$ cat src/rtl/neural_layer_sequencer_if.sv
// ---------------------------------------------------------------------------
// neural_layer_sequencer_if
// Command/status/handshake bundle between the inference sequencer and its
// environment (processor command register plus init/load/PE/writeback
// engines).
//   master : the environment. It drives the start/abort request, the layer
//            configuration and the engine completion strobes, and it observes
//            the sequencer status and begin_* levels.
//   slave  : the sequencer. It sees the same signals from the other side.
// ---------------------------------------------------------------------------
interface neural_layer_sequencer_if #(
  parameter int STAGE_W = 8,
  parameter int TILE_W  = 4
);
  // Environment -> sequencer
  logic               run_inference;
  logic               abort;
  logic [STAGE_W-1:0] total_layers;
  logic [TILE_W-1:0]  tiles_per_layer;
  logic               registers_initialized;
  logic               data_loaded;
  logic               data_processed;
  logic               output_written;

  // Sequencer -> environment
  logic               ready;
  logic               busy;
  logic               begin_initialize_registers;
  logic               begin_load_data;
  logic               begin_process_data;
  logic               begin_write_output;
  logic [STAGE_W-1:0] stage;
  logic [TILE_W-1:0]  tile;
  logic               done;
  logic               error;
  logic [1:0]         error_code;

  modport master (
    output run_inference, abort, total_layers, tiles_per_layer,
           registers_initialized, data_loaded, data_processed, output_written,
    input  ready, busy, begin_initialize_registers, begin_load_data,
           begin_process_data, begin_write_output, stage, tile, done, error,
           error_code
  );

  modport slave (
    input  run_inference, abort, total_layers, tiles_per_layer,
           registers_initialized, data_loaded, data_processed, output_written,
    output ready, busy, begin_initialize_registers, begin_load_data,
           begin_process_data, begin_write_output, stage, tile, done, error,
           error_code
  );
endinterface

$ cat src/rtl/neural_layer_sequencer.sv
// ---------------------------------------------------------------------------
// neural_layer_sequencer
// Sequences one inference: register init, then for every layer one or more
// load/process tile passes, then a single output write. A per-phase watchdog
// sends the sequencer to a sticky error state; abort cancels a run or clears
// the error state. done pulses for one cycle after a successful run.
// Ports:
//   clk   : clock
//   reset : synchronous, active-high reset
//   bus   : slave side of neural_layer_sequencer_if (command, configuration,
//           engine handshakes, status). Every output is either a register or
//           a decode of the state register; nothing is combinational from an
//           input.
// ---------------------------------------------------------------------------
module neural_layer_sequencer #(
  parameter int               STAGE_W    = 8,
  parameter int               TILE_W     = 4,
  parameter int               TMO_W      = 16,
  parameter logic [TMO_W-1:0] TMO_CYCLES = 16'd4096
) (
  input logic                     clk,
  input logic                     reset,
  neural_layer_sequencer_if.slave bus
);

  localparam logic [2:0] S_IDLE  = 3'd0;
  localparam logic [2:0] S_INIT  = 3'd1;
  localparam logic [2:0] S_LOAD  = 3'd2;
  localparam logic [2:0] S_PROC  = 3'd3;
  localparam logic [2:0] S_WRITE = 3'd4;
  localparam logic [2:0] S_ERR   = 3'd5;

  localparam logic [1:0] ERR_NONE    = 2'd0;
  localparam logic [1:0] ERR_ZERO    = 2'd1;
  localparam logic [1:0] ERR_TIMEOUT = 2'd2;

  logic [2:0]         state_q, state_d;
  logic [STAGE_W-1:0] stage_q, stage_d;
  logic [TILE_W-1:0]  tile_q, tile_d;
  logic [STAGE_W-1:0] layers_q, layers_d;   // latched total_layers
  logic [TILE_W-1:0]  tiles_q, tiles_d;     // latched tile count, never 0
  logic [TMO_W-1:0]   wdog_q, wdog_d;
  logic [1:0]         code_q, code_d;
  logic               done_q, done_d;

  logic busy_st;
  logic timeout;

  assign busy_st = (state_q == S_INIT) || (state_q == S_LOAD) ||
                   (state_q == S_PROC) || (state_q == S_WRITE);

  // wdog_q counts completed cycles in the current phase, so the phase has
  // used its full budget when this is its TMO_CYCLES-th cycle.
  assign timeout = busy_st && (TMO_CYCLES != '0) &&
                   (wdog_q == TMO_CYCLES - TMO_W'(1));

  always_comb begin
    // NOTE: every always_comb output gets a default first so no path can
    // leave it unassigned and infer a latch.
    state_d  = state_q;
    stage_d  = stage_q;
    tile_d   = tile_q;
    layers_d = layers_q;
    tiles_d  = tiles_q;
    code_d   = code_q;
    done_d   = 1'b0;

    case (state_q)
      S_IDLE: begin
        if (bus.run_inference) begin
          layers_d = bus.total_layers;
          tiles_d  = (bus.tiles_per_layer == '0) ? TILE_W'(1) : bus.tiles_per_layer;
          stage_d  = '0;
          tile_d   = '0;
          if (bus.total_layers == '0) begin
            state_d = S_ERR;
            code_d  = ERR_ZERO;
          end else begin
            state_d = S_INIT;
            code_d  = ERR_NONE;
          end
        end
      end

      S_ERR: begin
        if (bus.abort) state_d = S_IDLE;
      end

      S_INIT, S_LOAD, S_PROC, S_WRITE: begin
        if (bus.abort) begin
          state_d = S_IDLE;
        end else if (timeout) begin
          state_d = S_ERR;
          code_d  = ERR_TIMEOUT;
        end else begin
          case (state_q)
            S_INIT: if (bus.registers_initialized) state_d = S_LOAD;
            S_LOAD: if (bus.data_loaded)           state_d = S_PROC;
            S_PROC: begin
              if (bus.data_processed) begin
                // layers_q/tiles_q are >= 1 in any busy state, so the
                // "minus one" bounds cannot wrap.
                if (tile_q < tiles_q - TILE_W'(1)) begin
                  tile_d  = tile_q + TILE_W'(1);
                  state_d = S_LOAD;
                end else if (stage_q < layers_q - STAGE_W'(1)) begin
                  tile_d  = '0;
                  stage_d = stage_q + STAGE_W'(1);
                  state_d = S_LOAD;
                end else begin
                  state_d = S_WRITE;
                end
              end
            end
            default: begin // S_WRITE
              if (bus.output_written) begin
                state_d = S_IDLE;
                done_d  = 1'b1;
              end
            end
          endcase
        end
      end

      default: state_d = S_IDLE;
    endcase
  end

  // Watchdog restarts on every state change and only runs in busy states.
  always_comb begin
    wdog_d = '0;
    if (state_d == state_q && busy_st) wdog_d = wdog_q + TMO_W'(1);
  end

  always_ff @(posedge clk) begin
    // NOTE: reset is sampled on the clock edge and all state uses <= so every
    // register updates from the same pre-edge values.
    if (reset) begin
      state_q  <= S_IDLE;
      stage_q  <= '0;
      tile_q   <= '0;
      layers_q <= '0;
      tiles_q  <= '0;
      wdog_q   <= '0;
      code_q   <= ERR_NONE;
      done_q   <= 1'b0;
    end else begin
      state_q  <= state_d;
      stage_q  <= stage_d;
      tile_q   <= tile_d;
      layers_q <= layers_d;
      tiles_q  <= tiles_d;
      wdog_q   <= wdog_d;
      code_q   <= code_d;
      done_q   <= done_d;
    end
  end

  assign bus.ready                      = (state_q == S_IDLE);
  assign bus.busy                       = busy_st;
  assign bus.begin_initialize_registers = (state_q == S_INIT);
  assign bus.begin_load_data            = (state_q == S_LOAD);
  assign bus.begin_process_data         = (state_q == S_PROC);
  assign bus.begin_write_output         = (state_q == S_WRITE);
  assign bus.stage                      = stage_q;
  assign bus.tile                       = tile_q;
  assign bus.done                       = done_q;
  assign bus.error                      = (state_q == S_ERR);
  assign bus.error_code                 = code_q;

endmodule

$ cat src/flat_wrapper.sv
// flat-port wrapper written by rule: the top's interface ports become plain ports
module neural_layer_sequencer_flat 
#(
  parameter int               STAGE_W    = 8,
  parameter int               TILE_W     = 4,
  parameter int               TMO_W      = 16,
  parameter logic [TMO_W-1:0] TMO_CYCLES = 16'd4096
)
  (clk, reset, bus_run_inference, bus_abort, bus_total_layers, bus_tiles_per_layer, bus_registers_initialized, bus_data_loaded, bus_data_processed, bus_output_written, bus_ready, bus_busy, bus_begin_initialize_registers, bus_begin_load_data, bus_begin_process_data, bus_begin_write_output, bus_stage, bus_tile, bus_done, bus_error, bus_error_code);
  neural_layer_sequencer_if #(.STAGE_W(STAGE_W), .TILE_W(TILE_W)) bus_i ();
  input logic clk;
  input logic reset;
  input wire logic [$bits(bus_i.run_inference)-1:0] bus_run_inference;
  input wire logic [$bits(bus_i.abort)-1:0] bus_abort;
  input wire logic [$bits(bus_i.total_layers)-1:0] bus_total_layers;
  input wire logic [$bits(bus_i.tiles_per_layer)-1:0] bus_tiles_per_layer;
  input wire logic [$bits(bus_i.registers_initialized)-1:0] bus_registers_initialized;
  input wire logic [$bits(bus_i.data_loaded)-1:0] bus_data_loaded;
  input wire logic [$bits(bus_i.data_processed)-1:0] bus_data_processed;
  input wire logic [$bits(bus_i.output_written)-1:0] bus_output_written;
  output wire logic [$bits(bus_i.ready)-1:0] bus_ready;
  output wire logic [$bits(bus_i.busy)-1:0] bus_busy;
  output wire logic [$bits(bus_i.begin_initialize_registers)-1:0] bus_begin_initialize_registers;
  output wire logic [$bits(bus_i.begin_load_data)-1:0] bus_begin_load_data;
  output wire logic [$bits(bus_i.begin_process_data)-1:0] bus_begin_process_data;
  output wire logic [$bits(bus_i.begin_write_output)-1:0] bus_begin_write_output;
  output wire logic [$bits(bus_i.stage)-1:0] bus_stage;
  output wire logic [$bits(bus_i.tile)-1:0] bus_tile;
  output wire logic [$bits(bus_i.done)-1:0] bus_done;
  output wire logic [$bits(bus_i.error)-1:0] bus_error;
  output wire logic [$bits(bus_i.error_code)-1:0] bus_error_code;
  assign bus_i.run_inference = bus_run_inference;
  assign bus_i.abort = bus_abort;
  assign bus_i.total_layers = bus_total_layers;
  assign bus_i.tiles_per_layer = bus_tiles_per_layer;
  assign bus_i.registers_initialized = bus_registers_initialized;
  assign bus_i.data_loaded = bus_data_loaded;
  assign bus_i.data_processed = bus_data_processed;
  assign bus_i.output_written = bus_output_written;
  assign bus_ready = bus_i.ready;
  assign bus_busy = bus_i.busy;
  assign bus_begin_initialize_registers = bus_i.begin_initialize_registers;
  assign bus_begin_load_data = bus_i.begin_load_data;
  assign bus_begin_process_data = bus_i.begin_process_data;
  assign bus_begin_write_output = bus_i.begin_write_output;
  assign bus_stage = bus_i.stage;
  assign bus_tile = bus_i.tile;
  assign bus_done = bus_i.done;
  assign bus_error = bus_i.error;
  assign bus_error_code = bus_i.error_code;
  neural_layer_sequencer #(.STAGE_W(STAGE_W), .TILE_W(TILE_W), .TMO_W(TMO_W), .TMO_CYCLES(TMO_CYCLES)) u_core (.clk(clk), .reset(reset), .bus(bus_i));
endmodule
$ cat config.mk
export PLATFORM = sky130hd
export DESIGN_NAME = neural_layer_sequencer_flat
export DESIGN_NICKNAME = d
export VERILOG_FILES = /design/src/rtl/neural_layer_sequencer_if.sv /design/src/rtl/neural_layer_sequencer.sv /design/src/flat_wrapper.sv
export SDC_FILE = /design/constraint.sdc
export NUM_CORES = 1
export LEC_CHECK = 0
export ABC_CLOCK_PERIOD_IN_PS = 3430
export CAP_MARGIN = 20
export CORE_MARGIN = 2
export CORE_UTILIZATION = 48
export CTS_CLUSTER_DIAMETER = 200
export DETAILED_ROUTE_END_ITERATION = 12
export GPL_TIMING_DRIVEN = 0
export PLACE_DENSITY = 0.84
export SYNTH_ARGS = -nofsm -noshare
export SYNTH_HDL_FRONTEND = slang
export SYNTH_SLANG_ARGS = --single-unit
$ cat constraint.sdc
create_clock -name clk -period 3.43 [get_ports clk]
set_input_delay 0.686 -clock clk [delete_from_list [all_inputs] [get_ports clk]]
set_output_delay 0.686 -clock clk [all_outputs]
set_load 0.005 [all_outputs]
# After elaboration in Yosys (flattened, before gate mapping)
# Cells that the tools add are included.
[totals]
ff_bits = 46
in_bits = 20
wordCells = 85
[classes]
add_sub_neg = 5
order_cmp = 2
eq_ne = 16
mux = 36
bitwise_logic = 2
reduce_logical = 16
[op_table]
columns = ["operator", "n"]
rows = [
  ["8-bit 2-to-1 mux", 7],
  ["3-bit 2-to-1 mux", 11],
  ["4-bit 2-to-1 mux", 8],
  ["3-bit one-hot mux with 3 select lines", 2],
  ["16-bit by 1-bit adder with 16-bit output, second input constant", 1],
  ["16-bit by 12-bit == test with 1-bit output, second input constant", 1],
  ["8-bit one-hot mux with 2 select lines", 1],
  ["2-bit != test, second input constant", 6],
  ["8-bit by 1-bit adder with 8-bit output, second input constant", 1],
  ["8-bit logical NOT", 1],
  ["8-bit < comparator", 1],
  ["4-bit one-hot mux with 2 select lines", 1],
  ["8-bit AND reduction", 1],
  ["8-bit by 1-bit subtractor with 8-bit output, second input constant", 1],
  ["7-bit AND reduction", 1],
  ["7-bit OR reduction", 1],
  ["3-bit by 2-bit == test with 1-bit output, second input constant", 2],
  ["3-bit == test, second input constant", 2],
  ["2-bit 2-to-1 mux", 3],
  ["4-bit by 1-bit adder with 4-bit output, second input constant", 1],
  ["4-bit logical NOT", 1],
  ["4-bit < comparator", 1],
  ["2-bit by 1-bit != test with 1-bit output, second input constant", 2],
  ["2-bit one-hot mux with 2 select lines", 1],
  ["other kinds (14)", 19],
]

# Depth between registers and ports, before layout
[logic_depth]
depth_word = 13
depth_mapped = 14
mapped_depth_nobuf = 13

# Worst setup path before layout
# OpenSTA, ideal clock, no wires.
[synth_timing]
path_type = "reg-to-reg"
startpoint = "register u_core.layers_q[2]"
endpoint = "register u_core.wdog_q[3]"
arrival_time_ps = 2905
t_required_ps = 3366
setup_slack_ps = 461
path_stages_with_launch = 13
n_path_buf = 1
period_less_slack_ps = 2969
cell_sequence = "dfxtp_1 -> or4_1 -> nor4_1 -> xnor2_1 -> ha_1 -> a21oi_1 -> nand2_1 -> a211oi_1 -> nor2_1 -> nor4_1 -> o221ai_2 -> buf_6 -> nor2_1"
[synth_between]
elab_chain_cells = 13
[synth_lines]
columns = ["element", "line", "source"]
rows = [
  ["from (decl)", "neural_layer_sequencer.sv:40", "logic [STAGE_W-1:0] layers_q, layers_d;"],
  ["from (signal assigned)", "neural_layer_sequencer.sv:151", "layers_q <= layers_d;"],
  ["8-bit by 1-bit subtractor with 8-bit output", "neural_layer_sequencer.sv:106", "end else if (stage_q < layers_q - STAGE_W'(1)) begin"],
  ["8-bit < comparator", "neural_layer_sequencer.sv:106", ""],
  ["3-bit 2-to-1 mux", "neural_layer_sequencer.sv:106", ""],
  ["3-bit 2-to-1 mux", "neural_layer_sequencer.sv:103", "if (tile_q < tiles_q - TILE_W'(1)) begin"],
  ["3-bit 2-to-1 mux", "neural_layer_sequencer.sv:100", "if (bus.data_processed) begin"],
  ["3-bit one-hot mux with 3 select lines", "neural_layer_sequencer.sv:96", "case (state_q)"],
  ["3-bit 2-to-1 mux", "neural_layer_sequencer.sv:92", "end else if (timeout) begin"],
  ["3-bit 2-to-1 mux", "neural_layer_sequencer.sv:90", "if (bus.abort) begin"],
  ["3-bit one-hot mux with 3 select lines", "neural_layer_sequencer.sv:68", "case (state_q)"],
  ["3-bit == test", "neural_layer_sequencer.sv:132", "if (state_d == state_q && busy_st) wdog_d = wdog_q + TMO_W'(1);"],
  ["1-bit logical AND", "neural_layer_sequencer.sv:132", ""],
  ["1-bit NOT (no line)", "n/a", ""],
  ["2-bit OR reduction (no line)", "n/a", ""],
  ["to (signal assigned)", "neural_layer_sequencer.sv:153", "wdog_q <= wdog_d;"],
  ["to (decl)", "neural_layer_sequencer.sv:42", "logic [TMO_W-1:0] wdog_q, wdog_d;"],
]
# No other way between the ends.
# A chain may end at the register's enable or synchronous reset.

# Final worst setup path
# Same ends and word-level chain as after synthesis.

==> impl_metrics.ini <==
[worst_setup_path]
timing.critical_path.from = u_core.layers_q[2]
reg2reg_setup_slack_ns = 0.24
timing.setup.critical_path_class = register to register
reg2reg_depth = 12
cp-start-kind = register
worstPathArrival_ns = 3.43
worst_setup_path_endpoint = u_core.wdog_q[3]
kind_of_end_point_of_the_critical_path = register
regToRegStartpoint = u_core.layers_q[2]
cp_data_required_time_ns = 3.67
crit_fanout = 10
worst_r2r_endpoint = u_core.wdog_q[3]

[timing]
slew-limit-headroom = 0.596
timing.fmax_ghz = 0.314
setup_viol_count_final = 0
setup_tns_ns = 0
period_needed_ns = 3.19
post_route_fraction_of_the_period_consumed_by_the_critical_path = 0.929
rsz0062_at_grt = no
final_count_of_hold_timing_violations = 0
worstMarginPinSlew_ns = 0.602
slew_violations = 0
timing.clock.skew_ns = 0.0105

[place]
placed_area_um2 = 3110
port-buffer-count = 41
place.detailed.hpwl_um = 4560
place.gp.congestion = 0.855

[synthesis]
synth_top_area_share = 0.353
synth_enable_flop_cells = 0
synth.cell_area_um2 = 2610
synth_sequential_area_ratio = 0.353
ys_ff_latch = 46
synth.avg_cell_area_um2 = 8.16
netlist-cell-type-count = 49
synth_top_area_cell = sky130_fd_sc_hd__dfxtp_1
post_synth_inst_count = 320
synth.net_count = 355
yosys_warnings = 0
synth_async_sr_flop_share = 0
synth_ff_type = sky130_fd_sc_hd__dfxtp_1
synth_top_cells_by_area = sky130_fd_sc_hd__dfxtp_1, sky130_fd_sc_hd__ha_1, sky130_fd_sc_hd__xnor2_1

[die]
core.rowCount = 26
initial_core_util = 0.505
design.die.area_um2 = 6040
fp.dieH_um = 77.7
core_area_um2 = 5170
die_width_um = 77.7
io_pins = 42

[status]
result_of_the_run = completed

[layout]
finalInstanceArea_um2 = 3230
layout_commonest_cell = sky130_fd_sc_hd__dfxtp_1
drive_above_1_share = 0.0705
antenna_cells_inserted = 0
areaGrowthSynthToFinish_pct = 23.8
final.fill_count = 433
count_of_nets_after_finishing = 403
layout_common_cells = sky130_fd_sc_hd__dfxtp_1, sky130_fd_sc_hd__clkdlybuf4s50_1, sky130_fd_sc_hd__nand2_1
final-seq-area_um2 = 921
multi_input_comb_area_um2 = 1600

[min_path]
hold_path_class = register to register
worst_hold_path.num_cells = 1

[routing]
first_iter_violations = 175
detail_route.first_pass.iterations = 4
finalWirelength_um = 6170
detail_route.drc_violations = 0
routed-via-count = 2441
routedWlPerCell_um = 14.1
vias_per_cell = 5.56
detail-route-antenna-nets = 0

[grt]
first_global_vias = 2338
top_usage_layer = met2
pin_count_of_the_biggest_net_entering_global_routing = 14
antenna_violations_before_repair = 0
globalRouteMet2Util = 0.353
grt_pass1_wl_um = 10500
grt_use_met1 = 0.274
grt.met3_usage = 0.0372
global_route.overflow_total = 0
globalRouteTotalUtil = 0.213

[power]
power.density_nw_per_um2 = 356
vdd_drop_max_mv = 0.290
p_leak_nw = 1.14

[clocking]
clock-root-buffer = sky130_fd_sc_hd__clkbuf_8
cts_hold_buf = 0
clock_insertion_delay_worst_skew_ns = 0.30
tritoncts_num_sinks = 46
number_of_clock_buffers_inserted_by_tritoncts = 5
clock_tree.buffer_depth = 2
clk_transition_reported_paths_ns = 0.09
ctsHtreeMaxLevel = 2
clock_tree_from_tritoncts = built

[flow_run]
cap_viol_max_count = 0
-- logic make-up (layout without fill, tap and decap cells) --
kind of cell	count (synthesis)	in the layout	synth area share
AND/OR/NAND/NOR	148	148	0.290
AO/OA/AOI/OAI	54	54	0.136
flip-flops	46	46	0.353
XOR/XNOR	31	31	0.104
buffers and inverters	25	74	0.0412
adder cells (fa/ha/maj)	15	15	0.0719
multiplexers	1	1	0.00384
-- per-layer routing --
| metal | part of all wire | vias up | wire length [µm] |
|---|---|---|---|
| met4 | 0.022 | 0 | 136 |
| met5 | 0 | - | 0 |
| met1 | 0.44 | 1129 | 2690 |
| met2 | 0.47 | 84 | 2930 |
| li1 | - | 1211 | - |
| met3 | 0.067 | 17 | 415 |
-- how the worst min path moves through the flow --
stage / from / end
2_1_floorplan: u_core.wdog_q[0] / u_core.wdog_q[0]
3_3_place_gp: u_core.wdog_q[0] / u_core.wdog_q[0]
3_5_place_dp: u_core.wdog_q[0] / u_core.wdog_q[0]
4_1_cts: u_core.wdog_q[0] / u_core.wdog_q[0]
5_1_grt: u_core.wdog_q[0] / u_core.wdog_q[0]
6_report: u_core.wdog_q[0] / u_core.wdog_q[0]
-- critical path, stage by stage (launching register included) --
cell and delay, ns:
sky130_fd_sc_hd__dfxtp_1 0.35, sky130_fd_sc_hd__or4_1 0.57, sky130_fd_sc_hd__nor4_2 0.20, sky130_fd_sc_hd__xnor2_1 0.16, sky130_fd_sc_hd__ha_1 0.28, sky130_fd_sc_hd__a21oi_1 0.17, sky130_fd_sc_hd__nand2_1 0.10, sky130_fd_sc_hd__a211oi_2 0.23
sky130_fd_sc_hd__nor2_1 0.17, sky130_fd_sc_hd__a2111oi_4 0.35, sky130_fd_sc_hd__o221ai_2 0.24, sky130_fd_sc_hd__buf_6 0.20, sky130_fd_sc_hd__nor2_1 0.11
-- what timing repair did --
action,in CTS,in global routing
resized for setup,0,3
setup buffers,0,0
endpoints found under the setup margin,0,17
-- cells in the mapped netlist, drive strengths merged (2+ instances only) --
cell / number
nor3: 22
o21ai: 11
nor4b: 2
nand4: 5
xor2: 10
a21oi: 22
nand3: 13
or3: 2
or4: 2
a211oi: 8
a21o: 2
xnor2: 21
and3: 2
and2: 2
inv: 13
dfxtp: 46
clkbuf: 8
nor2: 38
o211ai: 2
ha: 15
buf: 4
nor2b: 6
a2111oi: 2
nand2: 40
nor4: 9
-- per-stage QoR --
stage | setup WS, ns | total power, mW | utilization | std cells | hold slack, ns
after floorplan | 0.461 | 0.693 | - | 320 | 0.417
after global placement | 0.141 | 0.755 | 0.601 | 431 | 0.430
after detailed placement | 0.0846 | 0.762 | 0.601 | 431 | 0.442
after CTS | 0.106 | 1.15 | 0.621 | 439 | 0.453
after global routing | 0.00680 | 1.20 | 0.625 | 439 | 0.479
final | 0.244 | 1.15 | 0.625 | 439 | 0.449
-- report_power, final --
group	total, mW	switching, mW	leakage (nW)	internal (mW)
Combinational	0.191	0.101	0.713	0.0899
Clock	0.398	0.180	0.0524	0.218
Sequential	0.562	0.0153	0.373	0.547
Total	1.15	0.296	1.14	0.855
-- layout make-up --
| type | count | area share |
|---|---|---|
| plain buffers | 12 | 0.0182 |
| clock buffers | 7 | 0.0236 |
| clock inverters | 1 | 0.00929 |
| inverters | 13 | 0.0151 |
| multi-input cells | 249 | 0.495 |
| flip-flops and latches | 46 | 0.285 |
| well taps | 70 | 0.0271 |
| repair buffers | 41 | 0.127 |
-- state kept, by name, indices dropped and copies added, names as in the netlist --
signal                 cells
u_core.bus.tile            4
u_core.bus.done            1
u_core.bus.stage           8
u_core.tiles_q             4
u_core.wdog_q             16
u_core.layers_q            8
u_core.state_q             3
u_core.bus.error_code      2
Power figures use the tool's default switching activity.
